$ cat config.mk
export PLATFORM = sky130hd
export DESIGN_NAME = simt_reconv_stack
export DESIGN_NICKNAME = d
export VERILOG_FILES = /design/src/rtl/simt_reconv_stack.sv
export SDC_FILE = /design/constraint.sdc
export NUM_CORES = 1
export LEC_CHECK = 0
export CORE_MARGIN = 2
export CORE_UTILIZATION = 55
export DETAILED_ROUTE_END_ITERATION = 8
export GPL_ROUTABILITY_DRIVEN = 1
export PLACE_DENSITY_LB_ADDON = 0.3
export SLEW_MARGIN = 20
export SYNTH_ARGS = -nofsm -noshare
export SYNTH_HDL_FRONTEND = slang
export SYNTH_SLANG_ARGS = --single-unit
$ cat constraint.sdc
create_clock -name clk -period 4.1 [get_ports clk]
set_input_delay 1.025 -clock clk [delete_from_list [all_inputs] [get_ports clk]]
set_output_delay 1.025 -clock clk [all_outputs]
set_load 0.005 [all_outputs]
$ cat src/rtl/simt_reconv_stack.sv
// simt_reconv_stack: block PC, active thread mask and divergence /
// reconvergence stack for one SIMT block, one control event per step.
module simt_reconv_stack #(
  parameter int THREADS_PER_BLOCK     = 4,
  parameter int STACK_DEPTH           = 4,
  parameter int PROGRAM_MEM_ADDR_BITS = 8
) (
  input  logic                                clk,
  input  logic                                reset,
  input  logic                                start,
  input  logic [$clog2(THREADS_PER_BLOCK):0]  thread_count,
  input  logic                                step,
  input  logic                                branch,
  input  logic [THREADS_PER_BLOCK-1:0]        taken_mask,
  input  logic [PROGRAM_MEM_ADDR_BITS-1:0]    branch_target,
  input  logic                                reconv,
  input  logic                                ret,
  output logic [PROGRAM_MEM_ADDR_BITS-1:0]    current_pc,
  output logic [THREADS_PER_BLOCK-1:0]        active_mask,
  output logic [$clog2(STACK_DEPTH+1)-1:0]    depth,
  output logic                                busy,
  output logic                                done,
  output logic                                overflow
);

  localparam int T  = THREADS_PER_BLOCK;
  localparam int PW = PROGRAM_MEM_ADDR_BITS;
  localparam int DW = $clog2(STACK_DEPTH+1);
  localparam int CW = $clog2(T) + 1;
  localparam int IW = (STACK_DEPTH > 1) ? $clog2(STACK_DEPTH) : 1;

  typedef enum logic [2:0] {
    S_IDLE,
    S_RUN,
    S_UNWIND,
    S_DONE,
    S_ERROR
  } state_e;

  state_e          state_q, state_d;
  logic [PW-1:0]   pc_q, pc_d;
  logic [T-1:0]    act_q, act_d;
  logic [T-1:0]    tmask_q, tmask_d;
  logic [T-1:0]    retd_q, retd_d;
  logic [DW-1:0]   depth_q, depth_d;
  logic            ovf_q, ovf_d;

  // Stack storage; rpc holds the resume PC used when an unwind pops.
  logic [T-1:0]    res_q [STACK_DEPTH];
  logic [T-1:0]    alt_q [STACK_DEPTH];
  logic [PW-1:0]   apc_q [STACK_DEPTH];
  logic [PW-1:0]   rpc_q [STACK_DEPTH];
  logic            ph_q  [STACK_DEPTH];

  logic            push_en;
  logic            flip_en;
  logic [IW-1:0]   top_idx;
  logic [IW-1:0]   push_idx;
  logic [T-1:0]    t_res;
  logic [T-1:0]    t_alt;
  logic [PW-1:0]   t_apc;
  logic [PW-1:0]   t_rpc;
  logic            t_ph;
  logic [T-1:0]    r_eff;
  logic [T-1:0]    alt_live;
  logic [T-1:0]    res_live;
  logic [T-1:0]    br_t;
  logic [T-1:0]    br_n;
  logic [T-1:0]    start_mask;
  logic [PW-1:0]   pc_inc;
  logic            stk_empty;
  logic            stk_full;
  logic            ret_ev;

  assign top_idx   = IW'(depth_q - DW'(1));
  assign push_idx  = IW'(depth_q);
  assign t_res     = res_q[top_idx];
  assign t_alt     = alt_q[top_idx];
  assign t_apc     = apc_q[top_idx];
  assign t_rpc     = rpc_q[top_idx];
  assign t_ph      = ph_q[top_idx];
  assign stk_empty = (depth_q == '0);
  assign stk_full  = (depth_q == DW'(STACK_DEPTH));
  assign pc_inc    = pc_q + PW'(1);
  assign br_t      = taken_mask & act_q;
  assign br_n      = act_q & ~br_t;

  // A RET retires the current path before the top entry is examined.
  assign ret_ev    = (state_q == S_RUN) && step && ret;
  assign r_eff     = ret_ev ? (retd_q | act_q) : retd_q;
  assign alt_live  = t_alt & ~r_eff & tmask_q;
  assign res_live  = t_res & ~r_eff & tmask_q;

  // Thread-present mask from thread_count, saturating at all ones.
  always_comb begin
    start_mask = '0;
    for (int i = 0; i < T; i++) begin
      if (CW'(i) < thread_count) start_mask[i] = 1'b1;
    end
  end

  // Next-state: start handling, per-step events and unwinding.
  always_comb begin
    state_d = state_q;
    pc_d    = pc_q;
    act_d   = act_q;
    tmask_d = tmask_q;
    retd_d  = retd_q;
    depth_d = depth_q;
    ovf_d   = ovf_q;
    push_en = 1'b0;
    flip_en = 1'b0;
    unique case (state_q)
      S_IDLE, S_DONE, S_ERROR: begin
        if (start) begin
          state_d = S_RUN;
          pc_d    = '0;
          act_d   = start_mask;
          tmask_d = start_mask;
          retd_d  = '0;
          depth_d = '0;
          ovf_d   = 1'b0;
        end
      end
      S_RUN: begin
        if (step) begin
          if (ret) begin
            retd_d = retd_q | act_q;
            if (stk_empty) begin
              act_d   = '0;
              state_d = S_DONE;
            end else if (!t_ph) begin
              flip_en = 1'b1;
              act_d   = alt_live;
              pc_d    = t_apc;
              if (alt_live == '0) state_d = S_UNWIND;
            end else begin
              depth_d = depth_q - DW'(1);
              act_d   = res_live;
              if (res_live == '0) state_d = S_UNWIND;
            end
          end else if (reconv) begin
            if (stk_empty) begin
              pc_d = pc_inc;
            end else if (!t_ph) begin
              flip_en = 1'b1;
              act_d   = alt_live;
              pc_d    = t_apc;
              if (alt_live == '0) state_d = S_UNWIND;
            end else begin
              depth_d = depth_q - DW'(1);
              act_d   = res_live;
              pc_d    = pc_inc;
              if (res_live == '0) state_d = S_UNWIND;
            end
          end else if (branch) begin
            if (br_t == '0) begin
              pc_d = pc_inc;
            end else if (br_n == '0) begin
              pc_d = branch_target;
            end else if (!stk_full) begin
              push_en = 1'b1;
              act_d   = br_t;
              pc_d    = branch_target;
              depth_d = depth_q + DW'(1);
            end else begin
              ovf_d   = 1'b1;
              state_d = S_ERROR;
            end
          end else begin
            pc_d = pc_inc;
          end
        end
      end
      S_UNWIND: begin
        if (stk_empty) begin
          act_d   = '0;
          state_d = S_DONE;
        end else if (!t_ph) begin
          flip_en = 1'b1;
          act_d   = alt_live;
          pc_d    = t_apc;
          if (alt_live != '0) state_d = S_RUN;
        end else begin
          depth_d = depth_q - DW'(1);
          act_d   = res_live;
          pc_d    = t_rpc;
          if (res_live != '0) state_d = S_RUN;
        end
      end
      default: state_d = S_IDLE;
    endcase
  end

  // Control registers with synchronous reset.
  always_ff @(posedge clk) begin
    if (reset) begin
      state_q <= S_IDLE;
      pc_q    <= '0;
      act_q   <= '0;
      tmask_q <= '0;
      retd_q  <= '0;
      depth_q <= '0;
      ovf_q   <= 1'b0;
    end else begin
      state_q <= state_d;
      pc_q    <= pc_d;
      act_q   <= act_d;
      tmask_q <= tmask_d;
      retd_q  <= retd_d;
      depth_q <= depth_d;
      ovf_q   <= ovf_d;
    end
  end

  // Stack writes; a phase flip also records the post-RECONV PC.
  always_ff @(posedge clk) begin
    if (!reset) begin
      if (push_en) begin
        res_q[push_idx] <= act_q;
        alt_q[push_idx] <= br_n;
        apc_q[push_idx] <= pc_inc;
        rpc_q[push_idx] <= pc_inc;
        ph_q[push_idx]  <= 1'b0;
      end
      if (flip_en) begin
        ph_q[top_idx]  <= 1'b1;
        rpc_q[top_idx] <= pc_inc;
      end
    end
  end

  assign current_pc  = pc_q;
  assign active_mask = act_q;
  assign depth       = depth_q;
  assign busy        = (state_q == S_UNWIND);
  assign done        = (state_q == S_DONE) || (state_q == S_ERROR);
  assign overflow    = ovf_q;

endmodule

==> summary.md, run 1 <==
| Metric | Value |
|---|---|
| Outcome | finished clean |
| Final setup margin | 0.801 ns |
| First-pass GRT wire length | 24.0 mm |
| Worst-skew pair later-pin latency | 0.42 ns |
| 1st-iter DRT viols | 432 |
| Layout Skew | 0.0103 ns |
| Post-DP HPWL | 9.85 mm |
| Starting density of the core | 0.570 |
| Worst-Margin Slew | 0.877 ns |
| Synthesized area | 0.00626 mm² |
| Overflow after GRT | 0 |
| Post-cts resize count | 0 |
| GP Congestion | 0.960 |
| Leakage | 2.49 nW |
| Hold-critical path depth | 2 |
| CP max FO | 9 |
| Number of flops mapped to enable cells by yosys | 100 |
| Pwr dens | 585 mW/mm² |
| Unrepaired setup endpoints after global routing | false |
| Met3 Usage GRT | 0.0470 |
| Port Buf Inserts | 39 |
| Clk pin slew, worst setup/hold paths | 0.06 ns |
| CTS max path bufs | 2 |
| Max_cap viols | 0 |
| R2R depth | 9 |
| Synth cell types | 70 |
| Synth Warn # | 0 |
| Final worst path period share | 0.805 |
| CTS Buf Count | 17 |
| Commonest cells after routing, fill and taps aside | edfxtp_1, nor2_1, clkdlybuf4s50_1 |
| Avg Inst Size Synth | 13.2 µm² |
| Synth-to-layout area growth | 17.3% |
| DR WL/cell | 22.0 µm |
| Synth Register Bits | 127 |
| CP endpoint kind | flop |
| Largest net degree at the start of global routing | 40 |
| Fin crit period | 3.30 ns |
| Final hold vios | 0 |
| Ant diodes | 0 |
| Vias per inst | 6.49 |
| Worst min-delay path class | flop to flop |
| Most common cell after layout, fill and taps aside | edfxtp_1 |
| CTS root buffer | clkbuf_16 |
| Max H-tree Level | 4 |
| Vias in the first global route | 4,256 |
| Critical path type | input pin to flop |
| Final Setup Violations | 0 |
| Startpoint types | input pin |
| DRT antenna net count | 0 |
| Syn_nets | 504 |
| Setup slack after placement | 0.463 ns |
| Max Freq | 303 MHz |
| Ports | 40 |
| Die H | 111 µm |
| Synth Flop Type | edfxtp_1 |
| Gr usage total | 0.252 |
| Core box area | 0.0110 mm² |
| Most used routing layer | met2 |
| CTS Hold Bufs | 0 |
| Fin nets | 550 |
| Met1 Use GR | 0.359 |
| DR pass1 iterations | 8 |
| Via count | 4,382 |
| Die X-Extent | 111 µm |
| Met2 Use GR | 0.396 |
| CP required | 4.22 ns |
| Initial antenna violation count | 0 |
| Setup TNS | 0 ns |
| Core Rows | 38 |
| Slew headroom | 0.413 |
| Post-Synthesis Cells | 476 |
| Die area | 0.0123 mm² |
| CTS tree | yes |
| DRC | 0 |
| Worst vdd ir | 0.339 mV |
| Count of pins over their slew limit | 0 |
| Routed WL | 14.8 mm |
| Share of flip-flops with an asynchronous set or reset | 0 |
| Share of post-route cells with drive strength above 1 | 0.163 |
| Clock sinks | 127 |
| Post-CTS setup buffer count | 0 |
| Arr. time, crit path | 3.42 ns |
| Seq/Total Area, Yosys | 0.566 |
synthesized netlist by cell type, drive strengths merged (11+ instances only):
master | number | area [µm²]
a21oi | 24 | 120
buf | 20 | 141
dfxtp | 27 | 541
edfxtp | 100 | 3000
inv | 15 | 56.3
mux2i | 11 | 110
mux4 | 25 | 608
nand2 | 22 | 82.6
nand3 | 16 | 80.1
nor2 | 47 | 189
o21ai | 23 | 123
routing by layer:
| metal | part of all wire | vias to the layer above |
|---|---|---|
| met5 | 0 | - |
| met4 | 0.014 | 0 |
| met3 | 0.074 | 22 |
| met2 | 0.47 | 208 |
| met1 | 0.44 | 2171 |
| li1 | - | 1981 |
sequential cells by signal (all words and copies together), names as in the netlist:
register     cells
depth            3
retd_q           4
active_mask      4
rpc_q           32
alt_q           16
ph_q             4
current_pc       8
state_q          3
overflow         1
res_q           16
tmask_q          4
apc_q           32
path summary, 6_finish.rpt:
check	end	from	slack (ns)
worst min register to register	retd_q[1]$_SDFFE_PP0P_	retd_q[1]$_SDFFE_PP0P_	0.47
worst max-delay path	rpc_q[1][6]$_DFFE_PP_	taken_mask[1]	0.80
worst min-delay path	retd_q[1]$_SDFFE_PP0P_	retd_q[1]$_SDFFE_PP0P_	0.47
worst max register to register	rpc_q[3][4]$_DFFE_PP_	depth[1]$_SDFFE_PP0P_	0.89
power by group:
| group | internal (mW) | switching [mW] | leakage [nW] |
|---|---|---|---|
| Clock | 0.845 | 0.597 | 0.263 |
| Combinational | 0.493 | 0.689 | 1.09 |
| Sequential | 1.55 | 0.123 | 1.14 |
final cells by class:
| cell class | count | area [µm²] |
|---|---|---|
| timing repair buffer | 56 | 518 |
| inverter | 15 | 56.3 |
| fill | 776 | 3640 |
| tap | 140 | 175 |
| clock buffer | 19 | 433 |
| clock inverter | 13 | 129 |
| sequential | 127 | 3540 |
| multi-input combinational | 305 | 2490 |
through the flow:
stage / hold slack, ns / instance area [µm²] / power (mW) / cells / utilization
final: 0.468 / 7340 / 4.29 / 675 / 0.668
after floorplan: 0.428 / 6260 / 2.50 / 476 / -
after global placement: 0.444 / 6780 / 2.82 / 643 / 0.617
after detailed placement: 0.451 / 6780 / 2.84 / 643 / 0.617
after global routing: 0.482 / 7340 / 4.48 / 675 / 0.668
after CTS: 0.467 / 7340 / 4.28 / 675 / 0.668
cell families (layout without fill, tap and decap cells):
| group | after synthesis | after routing | share of synthesized area |
|---|---|---|---|
| DFF | 127 | 127 | 0.566 |
| buffers and inverters | 44 | 103 | 0.0370 |
| adders and majority gates | 6 | 6 | 0.0120 |
| xor gates and xnor gates | 6 | 6 | 0.00839 |
| muxes | 45 | 45 | 0.131 |
| AOI/OAI and AO/OA | 115 | 115 | 0.135 |
| and+or+nand+nor | 133 | 133 | 0.110 |
worst max-delay path, cell delays in order:
cell and delay (ns):
clkdlybuf4s50_1 0.52, a22o_1 0.19, o21a_1 0.36, nand3_1 0.15, nor4b_2 0.59, nand2_1 0.17, o21ai_0 0.19, buf_4 0.21
No activity file was read; power rests on OpenSTA's default activity.
==> inputs of run 2 (changes only) <==
--- a/config.mk
+++ b/config.mk
@@ -6,7 +6,7 @@
 export NUM_CORES = 1
 export LEC_CHECK = 0
 export CORE_MARGIN = 2
-export CORE_UTILIZATION = 55
+export CORE_UTILIZATION = 54
 export DETAILED_ROUTE_END_ITERATION = 8
 export GPL_ROUTABILITY_DRIVEN = 1
 export PLACE_DENSITY_LB_ADDON = 0.3
==> constraint.sdc (replaced) <==
create_clock -name clk -period 2.7 [get_ports clk]
set_input_delay 0.675 -clock clk [delete_from_list [all_inputs] [get_ports clk]]
set_output_delay 0.675 -clock clk [all_outputs]
set_load 0.005 [all_outputs]
==> summary.md, run 2 (synthesis gave the netlist of run 1 again) <==
| Metric | Value |
|---|---|
| CP max FO | 6 (was 9) |
| Ant diodes | 0 (unchanged) |
| Post-DP HPWL | 11.7 mm (was 9.85 mm) |
| R2R depth | 8 (was 9) |
| CP Cell Sequence | or3b_1 > inv_2 > clkdlybuf4s50_1 (was clkdlybuf4s50_1 > a22o_1 > o21a_1 > nand3_1 > nor4b_2 > nand2_1 > o21ai_0 > buf_4) |
| Die X-Extent | 112 µm (was 111 µm) |
| Leakage | 2.77 nW (was 2.49 nW) |
| DR pass1 iterations | 6 (was 8) |
| P_sw | 2.21 mW (was 1.41 mW) |
| Outcome | finished clean (unchanged) |
| Max_cap viols | 0 (unchanged) |
| Slew headroom | 0.449 (was 0.413) |
| Worst-Margin Slew | 0.827 ns (was 0.877 ns) |
| Worst path slowest cell | clkdlybuf4s50_1 (was nor4b_2) |
| Initial antenna violation count | 0 (unchanged) |
| CP required | 2.03 ns (was 4.22 ns) |
| Worst-skew pair later-pin latency | 0.42 ns (about the same) |
| Seq pwr share | 0.358 (was 0.389) |
| Placed cells | 690 (was 643) |
| Design Power | 6.97 mW (was 4.29 mW) |
| GP Congestion | 0.932 (was 0.960) |
| Startpoint types | flop (was input pin) |
| DRC | 0 (unchanged) |
| Hold_sp | retd_q[0]$_SDFFE_PP0P_ (was retd_q[1]$_SDFFE_PP0P_) |
| CTS Buf Count | 17 (unchanged) |
| Via count | 4,602 (was 4,382) |
| Starting density of the core | 0.551 (was 0.570) |
| Critical path type | flop to output port (was input pin to flop) |
| Routed WL | 16.7 mm (was 14.8 mm) |
| DRT antenna net count | 0 (unchanged) |
| Hold-critical path depth | 2 (unchanged) |
| Commonest cells after routing, fill and taps aside | edfxtp_1, buf_4, nor2_1 (was edfxtp_1, nor2_1, clkdlybuf4s50_1) |
| Count of pins over their slew limit | 0 (unchanged) |
| Share of post-route cells with drive strength above 1 | 0.244 (was 0.163) |
| DR WL/cell | 23.1 µm (was 22.0 µm) |
| Pwr dens | 889 mW/mm² (was 585 mW/mm²) |
| Overflow after GRT | 0 (unchanged) |
| Max H-tree Level | 4 (unchanged) |
| Clock sinks | 127 (unchanged) |
| Largest net degree at the start of global routing | 40 (unchanged) |
| Die area | 0.0125 mm² (was 0.0123 mm²) |
| Most common cell after layout, fill and taps aside | edfxtp_1 (unchanged) |
| Gr usage total | 0.277 (was 0.252) |
| First-pass GRT wire length | 26.3 mm (was 24.0 mm) |
| Reg2Reg Launch Point | depth[1]$_SDFFE_PP0P_ (unchanged) |
| Clk pin slew, worst setup/hold paths | 0.06 ns (about the same) |
| Max Freq | 377 MHz |
| Combinational share of power | 0.314 (was 0.275) |
| CP endpoint kind | output port (was flop) |
| Hold Path End | retd_q[0]$_SDFFE_PP0P_ (was retd_q[1]$_SDFFE_PP0P_) |
| Cell internal pwr | 4.76 mW (was 2.88 mW) |
| Reg2reg end | rpc_q[3][0]$_DFFE_PP_ (was rpc_q[3][4]$_DFFE_PP_) |
| Fin nets | 594 (was 550) |
| Die H | 112 µm (was 111 µm) |
| Final worst path period share | 0.983 |
| Port Buf Inserts | 39 (unchanged) |
| Setup slack after placement | -0.232 ns (was 0.463 ns) |
| Sw frac | 0.318 (was 0.328) |
| Final hold vios | 0 (unchanged) |
| Synth-to-layout area growth | 25.3% (was 17.3%) |
| Clk pwr share | 0.328 (was 0.336) |
| CTS tree | yes (unchanged) |
| Final Setup Violations | 0 (unchanged) |
| Core Rows | 39 (was 38) |
| R2R setup slack | 0.17 ns (was 0.89 ns) |
| Util after Layout | 0.690 (was 0.668) |
| CTS max path bufs | 2 (unchanged) |
| Core box area | 0.0114 mm² (was 0.0110 mm²) |
| Fin crit period | 2.66 ns |
| Worst path top cell family by delay | buffers and inverters (was simple AND/OR/NAND/NOR gates) |
| CTS root buffer | clkbuf_16 (unchanged) |
| 1st-iter DRT viols | 580 (was 432) |
| Ports | 40 (unchanged) |
| CP max stage delay | 0.54 ns (was 0.59 ns) |
| Worst vdd ir | 0.588 mV (was 0.339 mV) |
| Vias in the first global route | 4,642 (was 4,256) |
| Unrepaired setup endpoints after global routing | false (unchanged) |
| Worst min-delay path class | flop to flop (unchanged) |
| Bufs and invs on worst path | 2 (unchanged) |
| Layout Skew | 0.00872 ns (was 0.0103 ns) |
| Top Registers | apc_q (32), rpc_q (32) (unchanged) |
| Vias per inst | 6.37 (was 6.49) |
| Arr. time, crit path | 1.98 ns (was 3.42 ns) |
| Final setup margin | 0.0446 ns (was 0.801 ns) |
| Non-Filler Instances | 722 (was 675) |
[run 2: cell types whose count changed in the layout (fill, tap and decap cells not counted), sizes merged]
cell	before	now
buf	17	61
bufinv	1	3
clkbuf	19	18
clkinv	3	8
clkinvlp	4	3
inv	20	15
[run 2: power by group through the flow]
stage	registers (mW)	clock network [mW]	logic, mW
after floorplan	2.50	0	1.33
after global placement	2.53	0	2.09
after detailed placement	2.53	0	2.12
after CTS	2.50	2.30	2.15
after global routing	2.52	2.38	2.35
final	2.50	2.29	2.19
[run 2: metal layers]
metal | share of wire | up-vias | global-route usage
met4 | 0.026 | 0 | 0.111
met2 | 0.47 | 268 | 0.419
li1 | - | 2059 | -
met1 | 0.42 | 2222 | 0.392
met5 | 0 | - | 0
met3 | 0.085 | 53 | 0.0664
[run 2: how the worst max path moves through the flow]
stage,slack [ns],to,depth (start not counted),start
after floorplan,-0.27,ph_q[3]$_DFFE_PP_,12,depth[0]$_SDFFE_PP0P_
after global placement,-0.15,current_pc[7]$_SDFFE_PP0P_,10,taken_mask[0]
after detailed placement,-0.23,rpc_q[0][3]$_DFFE_PP_,9,taken_mask[2]
after CTS,0.05,busy,3,state_q[1]$_SDFFE_PP0P_
after global routing,0.002,busy,3,state_q[1]$_SDFFE_PP0P_
final,0.04,busy,3,state_q[1]$_SDFFE_PP0P_
[run 2: final cells by class]
| class | count | area [µm²] |
|---|---|---|
| fill | 769 | 3530 |
| tap | 143 | 179 |
| multi-input combinational | 305 | 2550 |
| sequential | 127 | 3550 |
| clock inverter | 14 | 168 |
| inverter | 15 | 60.1 |
| clock buffer | 18 | 429 |
| timing repair buffer | 100 | 911 |
[run 2: stage by stage]
step                cell area [µm²]  hold WS [ns]  TNS (ns)
global route                   7840         0.523         0
floorplan                      6350         0.428     -7.43
finish                         7840         0.493         0
detailed placement             7240         0.476    -18.44
CTS                            7840         0.496         0
global placement               7240         0.444     -7.17
[run 2: what timing repair did]
action                                  4_1_cts  5_1_grt
cloned                                        0        0
setup buffers                                 0        0
gates resized for setup                       1        2
endpoints found under the setup margin        1       19
hold buffers                                  0        0
[run 2: tightest hold or removal path, cell delays in order, from the launching register on]
cell     delay [ns]
dfxtp_1        0.33
a21oi_1        0.05
nor2_1         0.08
